--- config.mk ---
export PLATFORM = sky130hd
export DESIGN_NAME = array_ext_ctrl
export DESIGN_NICKNAME = d
export VERILOG_FILES = /design/src/rtl/array_ctrl_pkg.sv /design/src/rtl/array_ext_resp_buf.sv /design/src/rtl/array_ext_ctrl.sv
export SDC_FILE = /design/constraint.sdc
export NUM_CORES = 1
export LEC_CHECK = 0
export CAP_MARGIN = 20
export CORE_AREA = 2 2 147 149
export DETAILED_ROUTE_END_ITERATION = 8
export DIE_AREA = 0 0 149 151
export PLACE_DENSITY_LB_ADDON = 0.1
export SETUP_SLACK_MARGIN = 0.3
export SYNTH_ARGS = -nofsm -noshare
export SYNTH_HDL_FRONTEND = slang
export SYNTH_SLANG_ARGS = --single-unit
--- constraint.sdc ---
create_clock -name clock -period 1.9 [get_ports clock]
set_input_delay 0.38 -clock clock [delete_from_list [all_inputs] [get_ports clock]]
set_output_delay 0.38 -clock clock [all_outputs]
set_load 0.05 [all_outputs]
--- src/rtl/array_ctrl_pkg.sv ---
// Shared constants and FSM state type for the array_ext sequencing controller.
package array_ctrl_pkg;

  localparam int unsigned SETS   = 128;
  localparam int unsigned ADDR_W = 7;
  localparam int unsigned WAYS   = 4;
  localparam int unsigned WAY_W  = 21;
  localparam int unsigned DATA_W = WAYS * WAY_W;

  typedef enum logic [0:0] {
    ST_INIT,
    ST_RUN
  } state_t;

endpackage

--- src/rtl/array_ext_resp_buf.sv ---
// One-entry response skid buffer: passes array read data straight through in the
// cycle after a read, and parks it in a holding register if the consumer stalls.
module array_ext_resp_buf
  import array_ctrl_pkg::*;
(
  input  logic              clock,
  input  logic              reset,
  input  logic              rfire,
  input  logic [DATA_W-1:0] rdata,
  input  logic              resp_ready,
  output logic              resp_valid,
  output logic [DATA_W-1:0] resp_data,
  output logic              free
);

  logic              rd_pend_q;
  logic              hold_valid_q;
  logic [DATA_W-1:0] hold_data_q;

  // Read-pending flag and holding register; data is captured only on a stalled bypass cycle.
  always_ff @(posedge clock) begin
    if (reset) begin
      rd_pend_q    <= 1'b0;
      hold_valid_q <= 1'b0;
      hold_data_q  <= '0;
    end else begin
      rd_pend_q <= rfire;
      if (rd_pend_q && !resp_ready) begin
        hold_valid_q <= 1'b1;
        hold_data_q  <= rdata;
      end else if (hold_valid_q && resp_ready) begin
        hold_valid_q <= 1'b0;
      end
    end
  end

  // rd_pend and hold_valid are never both set: a new read only issues once the slot drains.
  always_comb begin
    resp_valid = rd_pend_q || hold_valid_q;
    resp_data  = hold_data_q;
    if (rd_pend_q && !hold_valid_q) begin
      resp_data = rdata;
    end
    free = !resp_valid || resp_ready;
  end

endmodule

--- src/rtl/array_ext_ctrl.sv ---
// Front-end controller for the single-port array_ext macro: zero-fills every set after
// reset, then arbitrates the RW0 port between one writer and one reader (writes win).
module array_ext_ctrl
  import array_ctrl_pkg::*;
(
  input  logic              clock,
  input  logic              reset,
  input  logic              w_valid,
  output logic              w_ready,
  input  logic [ADDR_W-1:0] w_addr,
  input  logic [DATA_W-1:0] w_data,
  input  logic [WAYS-1:0]   w_mask,
  input  logic              r_valid,
  output logic              r_ready,
  input  logic [ADDR_W-1:0] r_addr,
  output logic              resp_valid,
  input  logic              resp_ready,
  output logic [DATA_W-1:0] resp_data,
  output logic              init_done,
  output logic [ADDR_W-1:0] RW0_addr,
  output logic              RW0_en,
  output logic              RW0_wmode,
  output logic [DATA_W-1:0] RW0_wdata,
  output logic [WAYS-1:0]   RW0_wmask,
  input  logic [DATA_W-1:0] RW0_rdata
);

  localparam logic [ADDR_W-1:0] LastSet = ADDR_W'(SETS - 1);

  state_t            state_q, state_d;
  logic [ADDR_W-1:0] init_cnt_q, init_cnt_d;
  logic              wfire;
  logic              rfire;
  logic              buf_valid;
  logic [DATA_W-1:0] buf_data;
  logic              buf_free;

  // State and sweep counter registers.
  always_ff @(posedge clock) begin
    if (reset) begin
      state_q    <= ST_INIT;
      init_cnt_q <= '0;
    end else begin
      state_q    <= state_d;
      init_cnt_q <= init_cnt_d;
    end
  end

  // Next state, arbitration and RW0 mux; reset forces every handshake and the array enable low.
  always_comb begin
    state_d    = state_q;
    init_cnt_d = init_cnt_q;
    w_ready    = 1'b0;
    r_ready    = 1'b0;
    wfire      = 1'b0;
    rfire      = 1'b0;
    init_done  = 1'b0;
    RW0_en     = 1'b0;
    RW0_wmode  = 1'b0;
    RW0_addr   = '0;
    RW0_wdata  = '0;
    RW0_wmask  = '0;

    unique case (state_q)
      ST_INIT: begin
        RW0_en     = 1'b1;
        RW0_wmode  = 1'b1;
        RW0_addr   = init_cnt_q;
        RW0_wmask  = '1;
        init_cnt_d = init_cnt_q + 1'b1;
        if (init_cnt_q == LastSet) begin
          state_d = ST_RUN;
        end
      end
      ST_RUN: begin
        init_done = 1'b1;
        w_ready   = 1'b1;
        wfire     = w_valid;
        // A read only issues when the response slot will be free next cycle.
        r_ready   = !w_valid && buf_free;
        rfire     = r_valid && r_ready;
        if (wfire) begin
          RW0_en    = 1'b1;
          RW0_wmode = 1'b1;
          RW0_addr  = w_addr;
          RW0_wdata = w_data;
          RW0_wmask = w_mask;
        end else if (rfire) begin
          RW0_en   = 1'b1;
          RW0_addr = r_addr;
        end
      end
      default: begin
        state_d = ST_INIT;
      end
    endcase

    if (reset) begin
      w_ready   = 1'b0;
      r_ready   = 1'b0;
      wfire     = 1'b0;
      rfire     = 1'b0;
      init_done = 1'b0;
      RW0_en    = 1'b0;
      RW0_wmode = 1'b0;
      RW0_addr  = '0;
      RW0_wdata = '0;
      RW0_wmask = '0;
    end
  end

  array_ext_resp_buf u_resp_buf (
    .clock      (clock),
    .reset      (reset),
    .rfire      (rfire),
    .rdata      (RW0_rdata),
    .resp_ready (resp_ready),
    .resp_valid (buf_valid),
    .resp_data  (buf_data),
    .free       (buf_free)
  );

  // Hide any in-flight response while reset is held.
  always_comb begin
    resp_valid = buf_valid && !reset;
    resp_data  = reset ? '0 : buf_data;
  end

endmodule
==> metrics.csv <==
stage;metric;value;unit
global_route;first-pass GRT wire length;40.3;mm
logic_synthesis;Syn Area/Cell;6.36;um2
timing;max-slew violation total from the final report;0;
worst_setup_path;FF-to-FF path depth;6;
floorplanning;Core ar.;20800;um2
placed_design;IO Port Bufs;375;
logic_synthesis;register area share after synthesis;35.5;%
cts;CTS Buffer Depth;2;
cts;Root Driver;clkbuf_16;
global_route;antenna violations before repair;3;
floorplanning;I/O pin total;376;
floorplanning;# rows;53;
route;met1 wire length;11.4;mm
global_route;vias in the first global route;6851;
global_route;gr usage total;23.3;%
cts;CTS tree;done;
worst_setup_path;reg-to-reg endpoint;init_cnt_q[6];
route;1st-iter DRT viols;340;
worst_setup_path;Setup crit end kind;output port;
worst_setup_path;RR Startpoint;state_q;
min_path;hold worst-path end;u_resp_buf.hold_valid_q;
worst_setup_path;FF-to-FF setup slack;0.42;ns
route;First-pass DRT Iterations;4;
floorplanning;Chip Height;151;um
timing;RSZ-0062 raised after global routing;yes;
timing;endpoints failing setup;176;
route;wire length on met3;1.98;mm
status;failing checks;negative setup slack;
global_route;largest net degree at the start of global routing;47;
logic_synthesis;post-synth cell types;28;
logic_synthesis;#FFs+latches synth;94;
timing;Final Hold Fails;0;
cts;H-tree depth;3;
logic_synthesis;cell taking the most area after synthesis;dfxtp_1;
pwr;Leakage Power;4.82;nW
timing;Rel. slew slack;81.0;%
route;metal2 WL;14.0;mm
cts;Hold Buf Count CTS;0;
route;WL final;27.6;mm
cts;Clk Latency, worst-skew pair;0.35;ns
pwr;maximum vdd drop;389;uV
min_path;hold path depth;3;
final_layout;Layout Cells excl Fill;1522;
worst_setup_path;Critical Path Source;u_resp_buf.hold_valid_q;
status;outcome;complete, but fails checks;
timing;post-route clock period utilization;112;%
timing;min cycle time layout;2.12;ns
logic_synthesis;Ys Warns;0;
worst_setup_path;crit path DAT;1.74;ns
floorplanning;Die ar.;22500;um2
placed_design;Inst Count DP;1449;
logic_synthesis;area of the mapped netlist;5300;um2
floorplanning;die width;149;um
final_layout;nets;1428;
pwr;total power;4.61;mW
timing;Max Clk Rate;471;MHz
min_path;Hold Path Class;in -> reg;
route;DR WL/cell;18.1;um
run;maxcap violations;0;
logic_synthesis;top cells by area, synth;dfxtp_1 (35%), nand2_1 (24%), a21oi_1 (17%);
route;drt drc;0;
final_layout;highest-count cells in the layout ignoring fill and taps;nand2_1 (288), clkdlybuf4s50_1 (186), buf_12 (136), dfxtp_1 (91), a21oi_1 (87);
worst_setup_path;Crit Path Class;reg -> out;
route;Vias/cell;4.66;
timing;setup TNS;-19.73;ns
floorplanning;Starting Density;25.5;%
global_route;total grt overflow;0;
cts;Sink Count;94;
logic_synthesis;synthesized instance count;834;
timing;Final Skew;0.00852;ns
route;vias after detailed routing;7097;
timing;Final WS setup;-0.221;ns
worst_setup_path;Worst Path Max Fanout;5;
route;Detail Route Antenna Nets;0;
logic_synthesis;Yosys top cell area share;35.5;%
placed_design;Post-DP HPWL;18.6;mm
timing;worst-margin pin slew;0.284;ns
pwr;pwr/cell area;338;nW/um2
final_layout;most common cell after layout, fill and taps aside;nand2_1;
min_path;hold path start;resp_ready;
cts;clk slew on worst S/H paths;0.07;ns
logic_synthesis;Synth Net Count;1026;
placed_design;placer congestion estimate;0.760;
final_layout;synthesis-to-layout area growth;157;%
worst_setup_path;critical path launch point type;flop;
final_layout;share of layout cells above drive strength 1;43.7;%
route;Top Layer Used;met5;
worst_setup_path;WP data required;1.52;ns
cts;cts bufs inserted;9;
[what timing repair did]
action,4_1_cts,5_1_grt
pin swaps,49,26
gates cloned,18,6
gates resized for setup,208,43
setup endpoints to repair,184,185
buffers inserted,22,5
[final cells by class]
class	instances	area, um2
Fill cell	1698	7190
Tap cell	275	344
Clock buffer	11	253
Clock inverter	5	57.6
Antenna cell	6	15.0
Sequential cell	94	1890
Multi-Input combinational cell	667	4530
Timing Repair Buffer	464	6550
[worst max-delay path: stages, from the launching register on]
cell and delay, ns:
dfxtp_2 0.32, and2b_4 0.28, buf_12 0.12, buf_12 0.13
buf_16 0.13, nand2_1 0.09, a21oi_4 0.16, buf_12 0.15
[power by group]
group / internal, mW / switching [mW] / total [mW] / leakage [nW]
registers: 1.97 / 0.00644 / 1.98 / 0.759
logic: 0.437 / 0.293 / 0.730 / 3.91
clock network: 1.09 / 0.805 / 1.90 / 0.156
total: 3.50 / 1.10 / 4.61 / 4.82
[flip-flops by register name, summed over array words and instances (netlist names)]
signal	cells
u_resp_buf.rd_pend_q	1
u_resp_buf.hold_valid_q	1
init_cnt_q	7
u_resp_buf.hold_data_q	84
state_q	1
[stage by stage]
| step | instance area [um2] | worst slack (ns) | hold slack, ns | utilization [%] |
|---|---|---|---|---|
| after floorplan | 6610 | -0.166 | 0.437 | - |
| after global placement | 11600 | -0.209 | 0.442 | 55.8 |
| after detailed placement | 11600 | -0.232 | 0.447 | 55.8 |
| after CTS | 13300 | -0.217 | 0.456 | 63.8 |
| after global routing | 13600 | -0.274 | 0.411 | 65.4 |
| final | 13600 | -0.221 | 0.393 | 65.5 |
[metal layers]
metal	vias to the layer above	global-route usage (%)
li1	3517	-
met1	3352	30.4
met2	207	38.7
met3	17	6.63
met4	4	4.48
met5	-	0
[worst max path at each step]
stage | endpoint | slack (ns) | cells past startpoint
5_1_grt | resp_data[20] | -0.27 | 7
4_1_cts | resp_data[21] | -0.22 | 7
2_1_floorplan | resp_data[21] | -0.17 | 4
6_report | resp_data[16] | -0.22 | 7
3_5_place_dp | RW0_wdata[11] | -0.23 | 6
3_3_place_gp | RW0_wdata[21] | -0.21 | 6
[logic make-up (layout without fill, tap and decap cells)]
kind of cell	Yosys count	after routing	share of synthesized area (%)
mux	1	1	0.189
xor+xnor	3	3	0.495
other cells	0	6	0
compound gates	192	192	18.4
simple gates	470	470	38.9
flops	94	94	35.5
fa+ha+maj	1	1	0.236
buf+inv	73	480	6.25
[cells in the mapped netlist]
cell type,instances
nand2_1,344
a21oi_1,181
dfxtp_1,94
and2_1,84
buf_2,34
clkbuf_1,30
nor2b_1,11
nor2_1,10
a31oi_1,8
nand4_1,7
clkbuf_2,6
nand2b_1,3
and2b_1,2
buf_4,2
nand4b_1,2
nor3_1,2
o21bai_1,2
xor2_1,2
and3b_1,1
and4_1,1
buf_1,1
ha_1,1
mux2i_1,1
nor3b_1,1
nor4_1,1
o21ai_0,1
or3_1,1
xnor2_1,1
No activity file was read; power rests on OpenSTA's default activity.
